## src/rtl/vdp_port_ctrl.sv

```systemverilog
// VDP Z80 port decoder: two-byte control latch, auto-incrementing VRAM/CRAM address,
// read-ahead buffer, register writes, status flags and INT_L. Option macro: VDP_LINE_INT_EN.
module vdp_port_ctrl #(
    parameter int         ADDR_W    = 14,
    parameter int         CRAM_AW   = 5,
    parameter int         NUM_REGS  = 11,
    parameter logic [7:0] DATA_PORT = 8'hBE,
    parameter logic [7:0] CTRL_PORT = 8'hBF
) (
    input  logic               clk,
    input  logic               rst,
    input  logic [7:0]         addr_in,
    input  logic [7:0]         data_in,
    output logic [7:0]         data_out,
    input  logic               IORQ_L,
    input  logic               RD_L,
    input  logic               WR_L,
    output logic               vram_req,
    output logic               vram_we,
    output logic [ADDR_W-1:0]  vram_addr,
    output logic [7:0]         vram_wdata,
    input  logic               vram_gnt,
    input  logic [7:0]         vram_rdata,
    output logic               cram_we,
    output logic [CRAM_AW-1:0] cram_addr,
    output logic [7:0]         cram_wdata,
    output logic               reg_we,
    output logic [3:0]         reg_addr,
    output logic [7:0]         reg_data,
    input  logic               frame_int_set,
    input  logic               coll_set,
    input  logic               ovf_set,
    input  logic               frame_int_en,
    input  logic               line_int_en,
    input  logic               line_tick,
    input  logic [7:0]         line_reload,
    output logic               INT_L,
    output logic               overrun
);

    typedef enum logic [1:0] {IDLE, VRAM_PEND, WAIT_REL} state_t;

    state_t              state_reg;
    logic [ADDR_W-1:0]   addr_reg;
    logic [1:0]          code_reg;
    logic [7:0]          rdbuf_reg;
    logic                first_reg;
    logic                rd_load_reg;
    logic                access_prev_reg;
    logic [2:0]          flag_reg;
    logic [2:0]          flag_next;
    logic [2:0]          flag_set;
    logic                line_pend_next;

    logic is_rd, is_wr, is_data, is_ctrl, access, detect;
    logic ctrl_rd, ctrl_wr, data_rd, data_wr;
    logic [ADDR_W-1:0] addr_inc;

    // RD_L takes precedence if both strobes are low
    assign is_rd   = ~IORQ_L & ~RD_L;
    assign is_wr   = ~IORQ_L & RD_L & ~WR_L;
    assign is_data = (addr_in == DATA_PORT);
    assign is_ctrl = (addr_in == CTRL_PORT);
    assign access  = (is_rd | is_wr) & (is_data | is_ctrl);
    assign detect  = access && (state_reg == IDLE);
    assign ctrl_rd = detect & is_ctrl & is_rd;
    assign ctrl_wr = detect & is_ctrl & is_wr;
    assign data_rd = detect & is_data & is_rd;
    assign data_wr = detect & is_data & is_wr;
    assign addr_inc  = addr_reg + 1'b1;
    assign vram_addr = addr_reg;

    // Status flags, bit 2 = frame, 1 = overflow, 0 = collision; a set pulse beats a read-clear
    assign flag_set = {frame_int_set, ovf_set, coll_set};
    genvar gi;
    generate
        for (gi = 0; gi < 3; gi++) begin : g_flag
            assign flag_next[gi] = ctrl_rd ? flag_set[gi] : (flag_reg[gi] | flag_set[gi]);
        end
    endgenerate

`ifdef VDP_LINE_INT_EN
    logic [7:0] line_cnt_reg;
    logic       line_pend_reg;

    assign line_pend_next = (ctrl_rd ? 1'b0 : line_pend_reg) |
                            (line_tick && (line_cnt_reg == 8'd0));

    always_ff @(posedge clk) begin
        if (rst) begin
            line_cnt_reg  <= 8'd0;
            line_pend_reg <= 1'b0;
        end else begin
            line_pend_reg <= line_pend_next;
            if (frame_int_set)
                line_cnt_reg <= line_reload;
            else if (line_tick)
                line_cnt_reg <= (line_cnt_reg == 8'd0) ? line_reload : line_cnt_reg - 8'd1;
        end
    end
`else
    logic unused_line;
    assign unused_line    = ^{line_tick, line_reload};
    assign line_pend_next = 1'b0;
`endif

    always_ff @(posedge clk) begin
        if (rst) begin
            state_reg       <= IDLE;
            addr_reg        <= '0;
            code_reg        <= 2'd0;
            rdbuf_reg       <= 8'd0;
            first_reg       <= 1'b0;
            rd_load_reg     <= 1'b0;
            access_prev_reg <= 1'b0;
            flag_reg        <= 3'd0;
            data_out        <= 8'd0;
            vram_req        <= 1'b0;
            vram_we         <= 1'b0;
            vram_wdata      <= 8'd0;
            cram_we         <= 1'b0;
            cram_addr       <= '0;
            cram_wdata      <= 8'd0;
            reg_we          <= 1'b0;
            reg_addr        <= 4'd0;
            reg_data        <= 8'd0;
            INT_L           <= 1'b1;
            overrun         <= 1'b0;
        end else begin
            cram_we         <= 1'b0;
            reg_we          <= 1'b0;
            rd_load_reg     <= 1'b0;
            access_prev_reg <= access;
            flag_reg        <= flag_next;
            INT_L           <= ~((flag_next[2] & frame_int_en) | (line_pend_next & line_int_en));

            // A fresh strobe that begins outside IDLE can never be serviced
            if (access && !access_prev_reg && state_reg != IDLE)
                overrun <= 1'b1;

            if (rd_load_reg) begin
                rdbuf_reg <= vram_rdata;
                addr_reg  <= addr_inc;
            end

            case (state_reg)
                IDLE: begin
                    if (detect) begin
                        first_reg <= 1'b0;
                        state_reg <= WAIT_REL;
                        if (ctrl_wr && !first_reg) begin
                            addr_reg[7:0] <= data_in;
                            first_reg     <= 1'b1;
                        end else if (ctrl_wr) begin
                            code_reg             <= data_in[7:6];
                            addr_reg[ADDR_W-1:8] <= data_in[ADDR_W-9:0];
                            if (data_in[7:6] == 2'd0) begin
                                vram_req  <= 1'b1;
                                vram_we   <= 1'b0;
                                state_reg <= VRAM_PEND;
                            end else if (data_in[7:6] == 2'd2 &&
                                         32'(data_in[3:0]) < NUM_REGS) begin
                                reg_we   <= 1'b1;
                                reg_addr <= data_in[3:0];
                                reg_data <= addr_reg[7:0];
                            end
                        end else if (data_wr) begin
                            rdbuf_reg <= data_in;
                            if (code_reg == 2'd3) begin
                                cram_we    <= 1'b1;
                                cram_addr  <= addr_reg[CRAM_AW-1:0];
                                cram_wdata <= data_in;
                                addr_reg   <= addr_inc;
                            end else begin
                                vram_req   <= 1'b1;
                                vram_we    <= 1'b1;
                                vram_wdata <= data_in;
                                state_reg  <= VRAM_PEND;
                            end
                        end else if (data_rd) begin
                            data_out  <= rdbuf_reg;
                            vram_req  <= 1'b1;
                            vram_we   <= 1'b0;
                            state_reg <= VRAM_PEND;
                        end else if (ctrl_rd) begin
                            data_out <= {flag_reg, 5'b0};
                        end
                    end
                end
                VRAM_PEND: begin
                    if (vram_gnt) begin
                        vram_req  <= 1'b0;
                        state_reg <= WAIT_REL;
                        if (vram_we)
                            addr_reg <= addr_inc;
                        else
                            rd_load_reg <= 1'b1;
                    end
                end
                WAIT_REL: begin
                    if (!access)
                        state_reg <= IDLE;
                end
                default: state_reg <= IDLE;
            endcase
        end
    end

endmodule

```

## config.mk

```make
export PLATFORM = sky130hd
export DESIGN_NAME = vdp_port_ctrl
export DESIGN_NICKNAME = d
export VERILOG_FILES = /design/src/rtl/vdp_port_ctrl.sv
export SDC_FILE = /design/constraint.sdc
export NUM_CORES = 1
export LEC_CHECK = 0
export ABC_AREA = 1
export BUFFER_PORTS_ARGS = -buffer_cell sky130_fd_sc_hd__clkbuf_2
export CAP_MARGIN = 20
export CELL_PAD_IN_SITES_DETAIL_PLACEMENT = 0
export CELL_PAD_IN_SITES_GLOBAL_PLACEMENT = 1
export CORE_AREA = 2 2 123 101
export CTS_CLUSTER_SIZE = 14
export DETAILED_ROUTE_END_ITERATION = 6
export DIE_AREA = 0 0 125 103
export GPL_TIMING_DRIVEN = 0
export PLACE_DENSITY_LB_ADDON = 0.1
export SLEW_MARGIN = 25
export SYNTH_ARGS = -nofsm -noshare
export SYNTH_HDL_FRONTEND = slang
export SYNTH_SLANG_ARGS = --single-unit
```

## constraint.sdc

```tcl
create_clock -name clk -period 2.32 [get_ports clk]
set_clock_uncertainty 0.1 [all_clocks]
set_input_delay 0.116 -clock clk [delete_from_list [all_inputs] [get_ports clk]]
set_output_delay 0.116 -clock clk [all_outputs]
set_load 0.005 [all_outputs]
```

## Word level (Yosys, flattened, before mapping)

Cells that the tools add are included.

- Bits in registers: 79
- Bits in latches: 0
- Memory bits (writable): 0
- ROM bits: 0
- Input bits: 44
- Output and inout bits: 61
- Word-level logic and storage cells: 140
- Memories: 0

- Add/sub/neg operators: 1
- Multiply operators: 0
- Divide/modulo/power cells: 0
- Magnitude comparators: 1
- Equality and inequality tests: 15
- Shift operators: 0
- Mux-type cells: 49
- Bitwise operators: 29
- Reductions and logical operators: 25

Operators with widths:

| kind | number |
|---|---|
| 2-to-1 mux 14 bit | 6 |
| 2-to-1 mux 8 bit | 10 |
| AND reduction 6 bit | 5 |
| case mux 14 bit (2 select lines) | 1 |
| 2-to-1 mux 1 bit | 19 |
| 2-to-1 mux 2 bit | 9 |
| equality test 8 bit (second input constant) | 2 |
| adder 14 x 1 -> 14 bit (second input constant) | 1 |
| NOT 1 bit | 13 |
| 2-to-1 mux 6 bit | 2 |
| OR reduction 6 bit | 2 |
| bitwise AND 1 bit | 11 |
| inequality test 2 bit (second input constant) | 4 |
| inequality test 4 bit (second input constant) | 2 |
| AND reduction 7 bit | 1 |
| equality test 2 bit (second input constant) | 3 |
| case mux 2 bit (3 select lines) | 1 |
| nonzero test 2 bit | 3 |
| logical AND 1 bit | 5 |
| OR 1 bit | 5 |
| logical NOT 2 bit | 2 |
| less-than comparator 4 bit (second input constant) | 1 |
| AND reduction 4 bit | 1 |
| inequality test 3 x 2 -> 1 bit (second input constant) | 1 |
| other kinds (9) | 10 |

## Longest topological paths before layout

Gate-level depths: netlist (run 1).

- Word-level depth: 14
- Gate-level depth with buffers: 13
- Depth with buffers taken out: 13

## Worst setup path after synthesis (run 1)

No wires, ideal clock.

- Kind: register to register
- Start point: register addr_reg[0] (netlist: vram_addr[0])
- End point: register addr_reg[8] (netlist: vram_addr[8])
- Setup time: 132 ps
- Data arrival time: 1,539 ps
- Data required time: 2,088 ps
- Slack: 549 ps
- Stages on the path, launching flop included: 9
- Path buffers: 0
- Cells stage by stage: dfxtp_1 > ha_1 > nand2_1 > nor2_2 > nand2_1 > xor2_1 > nand2_1 > a31oi_1 > a21oi_1

- Longest elaborated chain between the ends: 8

Ends and longest elaborated chain:

| what | RTL line | text |
|---|---|---|
| from (decl) | 44 | `logic [ADDR_W-1:0] addr_reg;` |
| from (signal assigned) | 143 | `addr_reg <= addr_inc;` |
| from (signal assigned) | 152 | `addr_reg[7:0] <= data_in;` |
| from (signal, indexed assignment) | 156 | `addr_reg[ADDR_W-1:8] <= data_in[ADDR_W-9:0];` |
| adder 14 x 1 -> 14 bit * | 70 | `assign addr_inc = addr_reg + 1'b1;` |
| 2-to-1 mux 14 bit | 141 | `if (rd_load_reg) begin` |
| 2-to-1 mux 14 bit | 169 | `if (code_reg == 2'd3) begin` |
| 2-to-1 mux 14 bit | 167 | `end else if (data_wr) begin` |
| 2-to-1 mux 6 bit | 154 | `end else if (ctrl_wr) begin` |
| 2-to-1 mux 6 bit | 151 | `if (ctrl_wr && !first_reg) begin` |
| 2-to-1 mux 14 bit | 148 | `if (detect) begin` |
| case mux 14 bit (2 select lines) * | 146 | `case (state_reg)` |

Mark *: on every way between the ends. The rest lies on a longest branch, timed or not.
A chain may end at the register's enable or synchronous reset.

## Final worst setup path (run 1)

- Start point: register state_reg[1]
- End point: register INT_L

- Longest elaborated chain between the ends: 7

Ends and longest elaborated chain:

| what | RTL line | text |
|---|---|---|
| from (decl) | 43 | `state_t state_reg;` |
| from (signal assigned) | 109 | `state_reg <= IDLE;` |
| from (signal assigned) | 150 | `state_reg <= WAIT_REL;` |
| from (signal assigned) | 160 | `state_reg <= VRAM_PEND;` |
| logical NOT 2 bit | 65 | `assign detect = access && (state_reg == IDLE);` |
| logical AND 1 bit | 65 |  |
| bitwise AND 1 bit (2 in a row) | 66 | `assign ctrl_rd = detect & is_ctrl & is_rd;` |
| 2-to-1 mux 1 bit | 78 | `assign flag_next[gi] = ctrl_rd ? flag_set[gi] : (flag_reg[gi] \| flag_set[gi]);` |
| bitwise AND 1 bit | 135 | `INT_L <= ~((flag_next[2] & frame_int_en) \| (line_pend_next & line_int_en));` |
| NOT 1 bit | 135 |  |
| to (signal assigned) | 135 |  |
| to (decl) | 37 | `output logic INT_L,` |

Every way passes these cells.

==> impl_metrics.json, run 1 <==
{
  "result_of_the_run": "complete, no violations",
  "clk-insertion-delay-late_ns": 0.35,
  "placement_rows": 36,
  "power.leakage_nw": 2.36,
  "timing.max_slew.rel_slack": 0.493,
  "antenna_violating_nets_post_route": 0,
  "synthArstFlopShare": 0,
  "ioPinCount": 105,
  "number_of_flip_flops_under_the_largest_register_name": 14,
  "num_antenna_cells": 0,
  "totalNegativeSetupSlack_ns": 0,
  "maxCapViolations": 0,
  "yosysSeqAreaShare": 0.374,
  "cts.reportedPaths.clkPinSlew_ns": 0.06,
  "fin_crit_sh": 0.913,
  "core-area_um2": 11800,
  "timing.hold.worst.start": "data_in[7]",
  "cts_sinks": 79,
  "critical_path.reg2reg.endpoint": "INT_L$_SDFF_PP1_",
  "globalRouteTotalUtil": 0.243,
  "synth.largest_area_cell": "dfxtp_1",
  "post_drt_wl_per_cell_um": 16.4,
  "drive_gt1_frac": 0.188,
  "worstPathArrival_ns": 2.31,
  "beginning_of_the_worst_register_to_register_path": "state_reg[1]$_SDFFE_PP0P_",
  "netlist_area_before_placement_um2": 4230,
  "global_route_wire_length_before_repair_um": 24000,
  "timing.fmax_mhz": 472,
  "initial_utilization": 0.359,
  "cts.path.max_buffers": 2,
  "clk_root_buffer_cell": "clkbuf_16",
  "commonest_register_cell_after_synthesis": "dfxtp_1",
  "grt_setup_unrepaired": "false",
  "yosys_register_bits": 79,
  "netlist_instances": 652,
  "actual_slew_at_the_worst_max_slew_pin_ns": 0.760,
  "power.density_nw_per_um2": 527,
  "cts-buffers-inserted": 9,
  "post_synth_num_cell_types": 36,
  "post-dp-hpwl_um": 11300,
  "crit_path_max_incr_delay_ns": 0.53,
  "critical_path_peak_fanout": 10,
  "post_drt_via_cell_ratio": 5.06,
  "grt_remaining_overflow": 0,
  "postSynthNetCount": 697,
  "detail_route.drc_violations": 0,
  "critPathCaptureType": "flop",
  "timing.critical_path.buf_inv": 3,
  "syn-mean-instance-area_um2": 6.49,
  "port_buffer_cells": 93,
  "hold_end": "cram_wdata[7]$_SDFFE_PP0P_",
  "nets": 817,
  "die_area_um2": 12900,
  "critPathTopFamily": "buffers and inverters",
  "portion_of_synthesized_cell_area_occupied_by_the_leading_cell_type": 0.374,
  "wirelength_um": 15200,
  "grt_max_degree": 13,
  "critical_path_class": "reg2reg",
  "final_core_utilization": 0.450,
  "min_path_cells": 3,
  "synth.top_cells.by_area": "dfxtp_1 37%, nand2_1 15%, a21oi_1 7.3%, inv_1 6.1%, o21ai_0 5.3%",
  "synth_enable_flop_cells": 0,
  "r2r_slack_ns": 0.20,
  "first_iter_violations": 286,
  "ff2ff_path_depth": 9,
  "dieHeight_um": 103,
  "count_of_placed_standard_cells_in_the_final_layout_fillers_left_out": 928,
  "slew_viol_final": 0,
  "cp_slowest_cell": "dlygate4sd3_1",
  "cts_tree": "built",
  "numPlacedInstances": 897,
  "drt_first_pass_iters": 5,
  "critical_path_required_ns": 2.51,
  "gp_routability_congestion": 0.864,
  "setup.worst_path.start": "state_reg[1]$_SDFFE_PP0P_",
  "timing.final.hold_violations": 0,
  "grt_pass1_vias": 4471,
  "detailroute.via_count": 4695,
  "report.final.setup_viol": 0,
  "fillers": 1261,
  "area_growth_syn_to_layout_pct": 25.6,
  "critical_path.startpoint_type": "flop",
  "cts_max_level": 3,
  "yosysWarningCount": 0,
  "worstPathCellList": "nor2_2 -> buf_6 -> nand3_1 -> nor3_1 -> inv_1 -> a21oi_1 -> nor2_1 -> nand2_1 -> dlygate4sd3_1",
  "finalWorstPathRequiredPeriod_ns": 2.12,
  "antenna_found_initial": 0,
  "vdd_ir_drop_max_mv": 0.394,
  "dieWidth_um": 125,
  "hold_crit_class": "in2reg"
}
==> per-layer routing <==
layer  track usage  vias to the layer above  routed length, µm
met1         0.318                     2133               7250
met3        0.0519                       22                851
met4         0.102                        0                411
met5             0                        -                  0
li1              -                     2388                  -
met2         0.393                      152               6660
==> timing repair <==
action	CTS	global route
hold buffers	14	0
setup buffers	0	2
gates resized for setup	0	7
endpoints found under the hold margin	13	0
setup endpoints to repair	0	15
==> power by group <==
part	switching [W]	leakage [nW]	internal, W
logic	0.0000962	1.60	0.0000545
registers	0.00000340	0.638	0.00136
clock network	0.000568	0.123	0.000720
==> cell type report <==
class	instances	area, µm²	area share
Buffer	26	124	0.0233
Inverter	78	293	0.0551
Sequential cell	79	1580	0.298
Tap cell	152	190	0.0358
Multi-Input combinational cell	469	2250	0.423
Clock inverter	3	21.3	0.00400
Timing Repair Buffer	109	621	0.117
Clock buffer	12	236	0.0445
==> cell families after synthesis <==
logic type | after synthesis | share of synthesized area
and+or+nand+nor | 300 | 0.307
AOI/OAI and AO/OA | 163 | 0.209
xor gates and xnor gates | 5 | 0.0103
buffers and inverters | 104 | 0.0970
adders and majority gates | 1 | 0.00296
DFF | 79 | 0.374
==> per-stage QoR <==
step	hold WS, ns	total power, W	worst slack (ns)	area, µm²
global route	0.0635	0.00292	0.00807	5320
floorplan	0.0848	0.00145	0.549	4230
finish	0.0519	0.00280	0.202	5320
detailed placement	0.177	0.00153	0.108	4890
CTS	0.0400	0.00284	0.0879	5290
global placement	0.174	0.00153	0.0942	4890
==> worst register-to-register path: cells and delay by family (launching register included) <==
family | cells | cell delay (ns)
buf+inv | 3 | 0.81
flops | 1 | 0.39
compound gates | 1 | 0.14
simple gates | 5 | 0.61
==> placed cells by master (no fill, tap or decap), types with 8 or more instances in the layout <==
cell type | synthesis | layout
clkbuf_1 | 14 | 17
a311oi_1 | 8 | 8
buf_2 | 10 | 9
clkbuf_16 | 0 | 9
o21ai_1 | 32 | 32
nand3_1 | 42 | 42
dlygate4sd3_1 | 0 | 14
inv_1 | 69 | 69
nor2_1 | 53 | 52
a21oi_1 | 62 | 62
nand2_1 | 170 | 170
dfxtp_1 | 79 | 77
nand4_1 | 10 | 10
clkbuf_2 | 0 | 93
inv_2 | 8 | 8
o21ai_0 | 45 | 45
nor3_1 | 8 | 8
==> how the worst max path moves through the flow <==
stage | endpoint | cells past startpoint
floorplan | vram_addr[8]$_SDFF_PP0_ | 8
global placement | vram_addr[10]$_SDFF_PP0_ | 11
detailed placement | vram_addr[10]$_SDFF_PP0_ | 11
CTS | INT_L$_SDFF_PP1_ | 9
global route | vram_addr[10]$_SDFF_PP0_ | 11
finish | INT_L$_SDFF_PP1_ | 9
==> synth_stat cells (2+ instances only) <==
cell      number
nor2_2         3
nand2_1      170
dfxtp_1       79
buf_4          2
buf_2         10
inv_2          8
or2_2          2
a311oi_1       8
nand3_1       42
o21ai_0       45
clkbuf_1      14
nor3_1         8
xor2_1         4
a31oi_1        6
inv_1         69
nor2_1        53
nand4_1       10
nand2_2        2
nor3_2         3
o21ai_1       32
o21bai_1       3
nor2_4         2
a21oi_1       62
o211ai_1       3
Note: power is estimated with default switching activity, not from simulation.
==> run 2: changes to the inputs <==
- ABC_AREA: 1 -> not set
- CORE_AREA: 2 2 123 101 -> 2 2 120 99
- DIE_AREA: 0 0 125 103 -> 0 0 122 101
==> run 2 against run 1 <==
Against the previous run:
- via count fell by 5.6%
- sequential share of layout area rose by 0.40 points
- worst setup slack got worse by 0.15 ns
- global-route usage fell by 0.086 points
- cell area fell by 1.3%
- maximum frequency fell by 6.4%
- synthesized cell count fell by 18%
- final cell count fell by 14%
- sequential power barely moved
- routed wire length fell by 2.9%
- critical endpoint is now vram_addr[3]$_SDFF_PP0_
- largest cell class unchanged
==> impl_metrics.json, run 2 <==
{
  "antenna_violating_nets_post_route": 0,
  "portion_of_synthesized_cell_area_occupied_by_the_leading_cell_type": 0.381,
  "ioPinCount": 105,
  "crit_path_end": "vram_addr[3]$_SDFF_PP0_",
  "cts.path.max_buffers": 2,
  "timing.critical_path.depth": 6,
  "beginning_of_the_worst_register_to_register_path": "state_reg[1]$_SDFFE_PP0P_",
  "dieWidth_um": 122,
  "postLayoutCellArea_um2": 5250,
  "timing.critical_path.buf_inv": 0,
  "groute.layer.met3.usage": 0.0441,
  "wirelength_um": 14700,
  "ff_latch_area_um2": 1580,
  "synth.top_cells.by_count": "79 x dfxtp_1, 69 x nand2_1, 66 x a21oi_1, 62 x nor2_1, 37 x nand3_1",
  "slew_viol_final": 0,
  "maxCapViolations": 0,
  "grt_max_degree": 15,
  "layout.cells.most_common_list": "97 x clkbuf_2, 77 x dfxtp_1, 69 x nand2_1, 66 x a21oi_1, 62 x nor2_1",
  "totalNegativeSetupSlack_ns": 0,
  "worstPathArrival_ns": 2.37,
  "power.leakage_nw": 1.96,
  "design_power_total_w": 0.00298,
  "clk-insertion-delay-late_ns": 0.33,
  "cts_tree": "built",
  "cts.reportedPaths.clkPinSlew_ns": 0.06,
  "initial_utilization": 0.372,
  "report.final.setup_viol": 0,
  "timing.final.hold_violations": 0,
  "grt_remaining_overflow": 0,
  "netlist_instances": 537,
  "r2r_slack_ns": 0.06,
  "critical_path_required_ns": 2.43,
  "cts_max_level": 3,
  "timing.fmax_mhz": 442,
  "netlist_area_before_placement_um2": 4150,
  "timing.max_slew.rel_slack": 0.530,
  "yosysWarningCount": 0,
  "cts-buffers-inserted": 9,
  "grt_setup_unrepaired": "true",
  "count_of_placed_standard_cells_in_the_final_layout_fillers_left_out": 800,
  "dieHeight_um": 101,
  "actual_slew_at_the_worst_max_slew_pin_ns": 0.705,
  "die_area_um2": 12300,
  "clk_root_buffer_cell": "clkbuf_16",
  "global_route_wire_length_before_repair_um": 22500,
  "post_drt_via_cell_ratio": 5.54,
  "post-dp-hpwl_um": 10700,
  "synth.top_cells.by_area": "dfxtp_1 38%, a21oi_1 8.0%, nand2_1 6.2%, nor2_1 5.6%, nand3_1 4.5%",
  "area_growth_syn_to_layout_pct": 26.3,
  "multi_input_area_um2": 2440,
  "drt_first_pass_iters": 5,
  "drive_gt1_frac": 0.219,
  "post_synth_num_cell_types": 57,
  "yosys_register_bits": 79,
  "timing.hold.worst.start": "vram_rdata[6]",
  "result_of_the_run": "complete, no violations",
  "gp_routability_congestion": 0.929,
  "globalRouteTotalUtil": 0.242,
  "ff2ff_path_depth": 6,
  "critical_path.startpoint_type": "flop",
  "critPathTopFamily": "simple AND/OR/NAND/NOR gates",
  "cp_slowest_cell": "or4_1",
  "crit_top_cell": "nor2_1",
  "antenna_found_initial": 0,
  "detailroute.via_count": 4431,
  "yosysMostFrequentCell": "dfxtp_1",
  "fillers": 1187,
  "port_buffer_cells": 94,
  "post_drt_wl_per_cell_um": 18.4,
  "number_of_flip_flops_under_the_largest_register_name": 14,
  "nets": 692,
  "crit_path_max_incr_delay_ns": 0.59,
  "critical_path.reg2reg.endpoint": "vram_addr[3]$_SDFF_PP0_",
  "critical_path_peak_fanout": 5,
  "cts_sinks": 79,
  "hold_crit_class": "in2reg",
  "first_iter_violations": 431,
  "core-area_um2": 11200,
  "critical_path_class": "reg2reg",
  "commonest_register_cell_after_synthesis": "dfxtp_1",
  "postPlaceCellArea_um2": 4810,
  "placement_rows": 35,
  "critPathCaptureType": "flop",
  "m1_gr_usage": 0.355,
  "yosysSeqAreaShare": 0.381,
  "syn-mean-instance-area_um2": 7.74,
  "detail_route.drc_violations": 0,
  "fin_crit_sh": 0.976,
  "gr-usage-met2": 0.362,
  "layout_commonest_cell": "clkbuf_2",
  "finalWorstPathRequiredPeriod_ns": 2.26,
  "numPlacedInstances": 779,
  "setup.worst_path.start": "state_reg[1]$_SDFFE_PP0P_",
  "postSynthNetCount": 582,
  "power.density_nw_per_um2": 567,
  "synthArstFlopShare": 0,
  "synth_enable_flop_cells": 0,
  "synth.largest_area_cell": "dfxtp_1",
  "grt_pass1_vias": 3995,
  "most_crowded_layer_gr": "met2",
  "vdd_ir_drop_max_mv": 0.322,
  "num_antenna_cells": 0,
  "worstPathCellList": "or4_1 -> nor4_4 -> nor2_1 -> nor2_1 -> xnor2_1 -> a221oi_1"
}
## run 2: changes by cell type in the layout (fill, tap and decap cells not counted), sizes merged, moves of 7 or more
cell	change
a211oi	+12
o21ai	-52
nor3b	+7
xnor2	+16
dlygate4sd3	-9
clkbuf	+16
mux2i	+18
a311oi	-7
inv	-71
nand2	-103
## run 2: cell families after synthesis
logic type	after synthesis	share of synthesized area
XOR/XNOR	27	0.0569
flip-flops	79	0.381
adder cells (fa/ha/maj)	1	0.00301
AO/OA/AOI/OAI	141	0.207
multiplexers	18	0.0434
buffers and inverters	47	0.0449
AND/OR/NAND/NOR	224	0.264
## run 2: how the worst min path moves through the flow
stage	to	slack, ns	cells past startpoint
5_1_grt	rdbuf_reg[6]$_SDFF_PP0_	0.02	3
3_3_place_gp	INT_L$_SDFF_PP1_	0.17	2
4_1_cts	rdbuf_reg[7]$_SDFF_PP0_	0.01	3
2_1_floorplan	INT_L$_SDFF_PP1_	0.08	1
3_5_place_dp	INT_L$_SDFF_PP1_	0.17	2
6_report	rdbuf_reg[6]$_SDFF_PP0_	0.02	3
## run 2: layout make-up
type                            count  area share
Multi-Input combinational cell    411       0.466
Clock buffer                       10      0.0456
Sequential cell                    79       0.302
Buffer                             38      0.0303
Tap cell                          148      0.0353
Timing Repair Buffer              103       0.105
Clock inverter                      6      0.0129
Inverter                            5     0.00358
## run 2: timing repair
action,CTS,global route
hold buffers,5,0
hold endpoints to repair,6,0
gates resized for setup,7,14
pin swaps,2,3
endpoints found under the setup margin,25,21
gates cloned,0,0
buffers inserted,1,3
## run 2: through the flow
step	utilization	hold WS (ns)	setup WS, ns
6_report	0.470	0.0204	0.0568
5_1_grt	0.470	0.0197	-0.00647
4_1_cts	0.465	0.0148	0.0209
3_5_place_dp	0.431	0.171	-0.190
3_3_place_gp	0.431	0.171	-0.224
2_1_floorplan	-	0.0779	0.298
## run 2: routing by layer
layer	vias to the layer above	share of wire
li1	2138	-
met1	2100	0.47
met2	174	0.44
met3	19	0.079
met4	0	0.012
met5	-	0
## run 2: power breakdown
group          internal, W  switching, W
clock network     0.000867      0.000590
registers          0.00136    0.00000336
logic            0.0000500      0.000105
total              0.00228      0.000698
## run 2: worst register-to-register path: cells and delay by family, from the launching register on
family / cells / cell delay (ns)
AOI/OAI and AO/OA: 1 / 0.32
xor gates and xnor gates: 1 / 0.08
DFF: 1 / 0.38
and+or+nand+nor: 4 / 1.27
==> run 3: changes to the inputs <==
- MAX_ROUTING_LAYER: not set -> met4
==> run 3 against run 2 <==
Against the previous run:
- via count rose by 0.81%
- sequential power barely moved
- critical path depth increased by 1
- power up 1.1%
- clock power is essentially flat
- global-route usage grew 1.2 points
- flip-flop and latch count stayed put
- register-to-register slack improved by 0.04 ns
- critical endpoint is now vram_addr[1]$_SDFF_PP0_
- largest cell class unchanged
- largest power group unchanged
==> impl_metrics.json, run 3 (synthesized netlist as in run 2, its figures left out) <==
{
  "post_drt_wl_per_cell_um": 18.9,
  "power.leakage_nw": 1.95,
  "cts.path.max_buffers": 2,
  "port_buffer_cells": 94,
  "area_growth_syn_to_layout_pct": 25.9,
  "actual_slew_at_the_worst_max_slew_pin_ns": 0.725,
  "cts_sinks": 79,
  "slew_viol_final": 0,
  "critPathCaptureType": "flop",
  "design_power_total_w": 0.00301,
  "drt_first_pass_iters": 5,
  "worstPathArrival_ns": 2.36,
  "critical_path_required_ns": 2.45,
  "vdd_ir_drop_max_mv": 0.401,
  "antenna_violating_nets_post_route": 0,
  "fillers": 1192,
  "dpl_worst_slack_ns": -0.185,
  "grt_max_degree": 14,
  "grt_pass1_vias": 4101,
  "finalWorstPathRequiredPeriod_ns": 2.22,
  "critical_path_peak_fanout": 10,
  "first_iter_violations": 357,
  "dieHeight_um": 101,
  "clk_root_buffer_cell": "clkbuf_16",
  "post_drt_via_cell_ratio": 5.60,
  "dieWidth_um": 122,
  "detailroute.via_count": 4467,
  "ioPinCount": 105,
  "global_route_wire_length_before_repair_um": 22900,
  "grt_remaining_overflow": 0,
  "report.final.setup_viol": 0,
  "timing.max_slew.rel_slack": 0.517,
  "initial_utilization": 0.372,
  "cts_tree": "built",
  "timing.fmax_mhz": 450,
  "wirelength_um": 15100,
  "maxCapViolations": 0,
  "fin_crit_sh": 0.958,
  "critical_path.startpoint_type": "flop",
  "detail_route.drc_violations": 0,
  "timing.final.hold_violations": 0,
  "core-area_um2": 11200,
  "fin_worst_hold_slack_ns": 0.00775,
  "post-route-worst-setup-slack_ns": 0.0980,
  "num_antenna_cells": 0,
  "cts_max_level": 3,
  "totalNegativeSetupSlack_ns": 0,
  "gp_routability_congestion": 0.914,
  "clk-insertion-delay-late_ns": 0.34,
  "cts.reportedPaths.clkPinSlew_ns": 0.06,
  "globalRouteTotalUtil": 0.254,
  "cts-buffers-inserted": 9,
  "nets": 689,
  "result_of_the_run": "complete, no violations",
  "drive_gt1_frac": 0.216,
  "post-dp-hpwl_um": 10900,
  "critical_path_class": "reg2reg",
  "layout.cells.most_common_list": "96 x clkbuf_2, 77 x dfxtp_1, 69 x nand2_1, 66 x a21oi_1, 61 x nor2_1",
  "die_area_um2": 12300,
  "power.density_nw_per_um2": 575,
  "antenna_found_initial": 0,
  "number_of_flip_flops_under_the_largest_register_name": 14,
  "hold_crit_class": "in2reg",
  "placement_rows": 35,
  "layout_commonest_cell": "clkbuf_2"
}
-- run 3: timing repair --
| action | in CTS | in global routing |
|---|---|---|
| setup buffers | 1 | 1 |
| gates resized for setup | 7 | 13 |
| setup endpoints to repair | 30 | 25 |
| pin swaps | 2 | 2 |
| hold endpoints to repair | 6 | 0 |
| gates cloned | 0 | 0 |
| hold buffers | 5 | 0 |
-- run 3: final timing paths --
kind | startpoint | end | slack, ns | depth (start not counted)
min | vram_rdata[6] | rdbuf_reg[6]$_SDFF_PP0_ | 0.008 | 3
min reg2reg | cram_wdata[3]$_SDFFE_PP0P_ | cram_wdata[3]$_SDFFE_PP0P_ | 0.35 | 2
max reg2reg | state_reg[1]$_SDFFE_PP0P_ | vram_addr[1]$_SDFF_PP0_ | 0.1 | 7
max | state_reg[1]$_SDFFE_PP0P_ | vram_addr[1]$_SDFF_PP0_ | 0.1 | 7
-- run 3: layout make-up --
cell class,instances,area [µm²],area share
flip-flops and latches,79,1580,0.303
well taps,148,185,0.0354
plain buffers,37,154,0.0294
inverters,5,18.8,0.00359
multi-input cells,411,2440,0.467
clock inverters,4,52.6,0.0100
clock buffers,12,256,0.0490
repair buffers,101,536,0.102
-- run 3: report_power, final --
group | switching (W) | total, W | internal (W) | leakage (nW)
Combinational | 0.000106 | 0.000156 | 0.0000499 | 1.16
Sequential | 0.00000358 | 0.00137 | 0.00136 | 0.638
Clock | 0.000592 | 0.00149 | 0.000897 | 0.153
-- run 3: metal layers --
layer	GRT usage	share of wire	up-vias
li1	-	-	2139
met1	0.360	0.49	2148
met5	-	0	-
met2	0.378	0.44	165
met3	0.0441	0.062	15
met4	0.0575	0.012	0
-- run 3: critical path: stages, from the launching register on --
cell,delay (ns)
dfxtp_2,0.36
nor2_4,0.27
nand4_4,0.25
or3_1,0.41
buf_2,0.20
a21oi_2,0.13
o221ai_1,0.12
a221oi_1,0.26
-- run 3: metrics by stage --
stage	utilization	cells	area (µm²)
6_report	0.468	797	5230
2_1_floorplan	-	537	4150
5_1_grt	0.468	797	5230
3_5_place_dp	0.431	779	4810
4_1_cts	0.465	799	5190
3_3_place_gp	0.431	779	4810
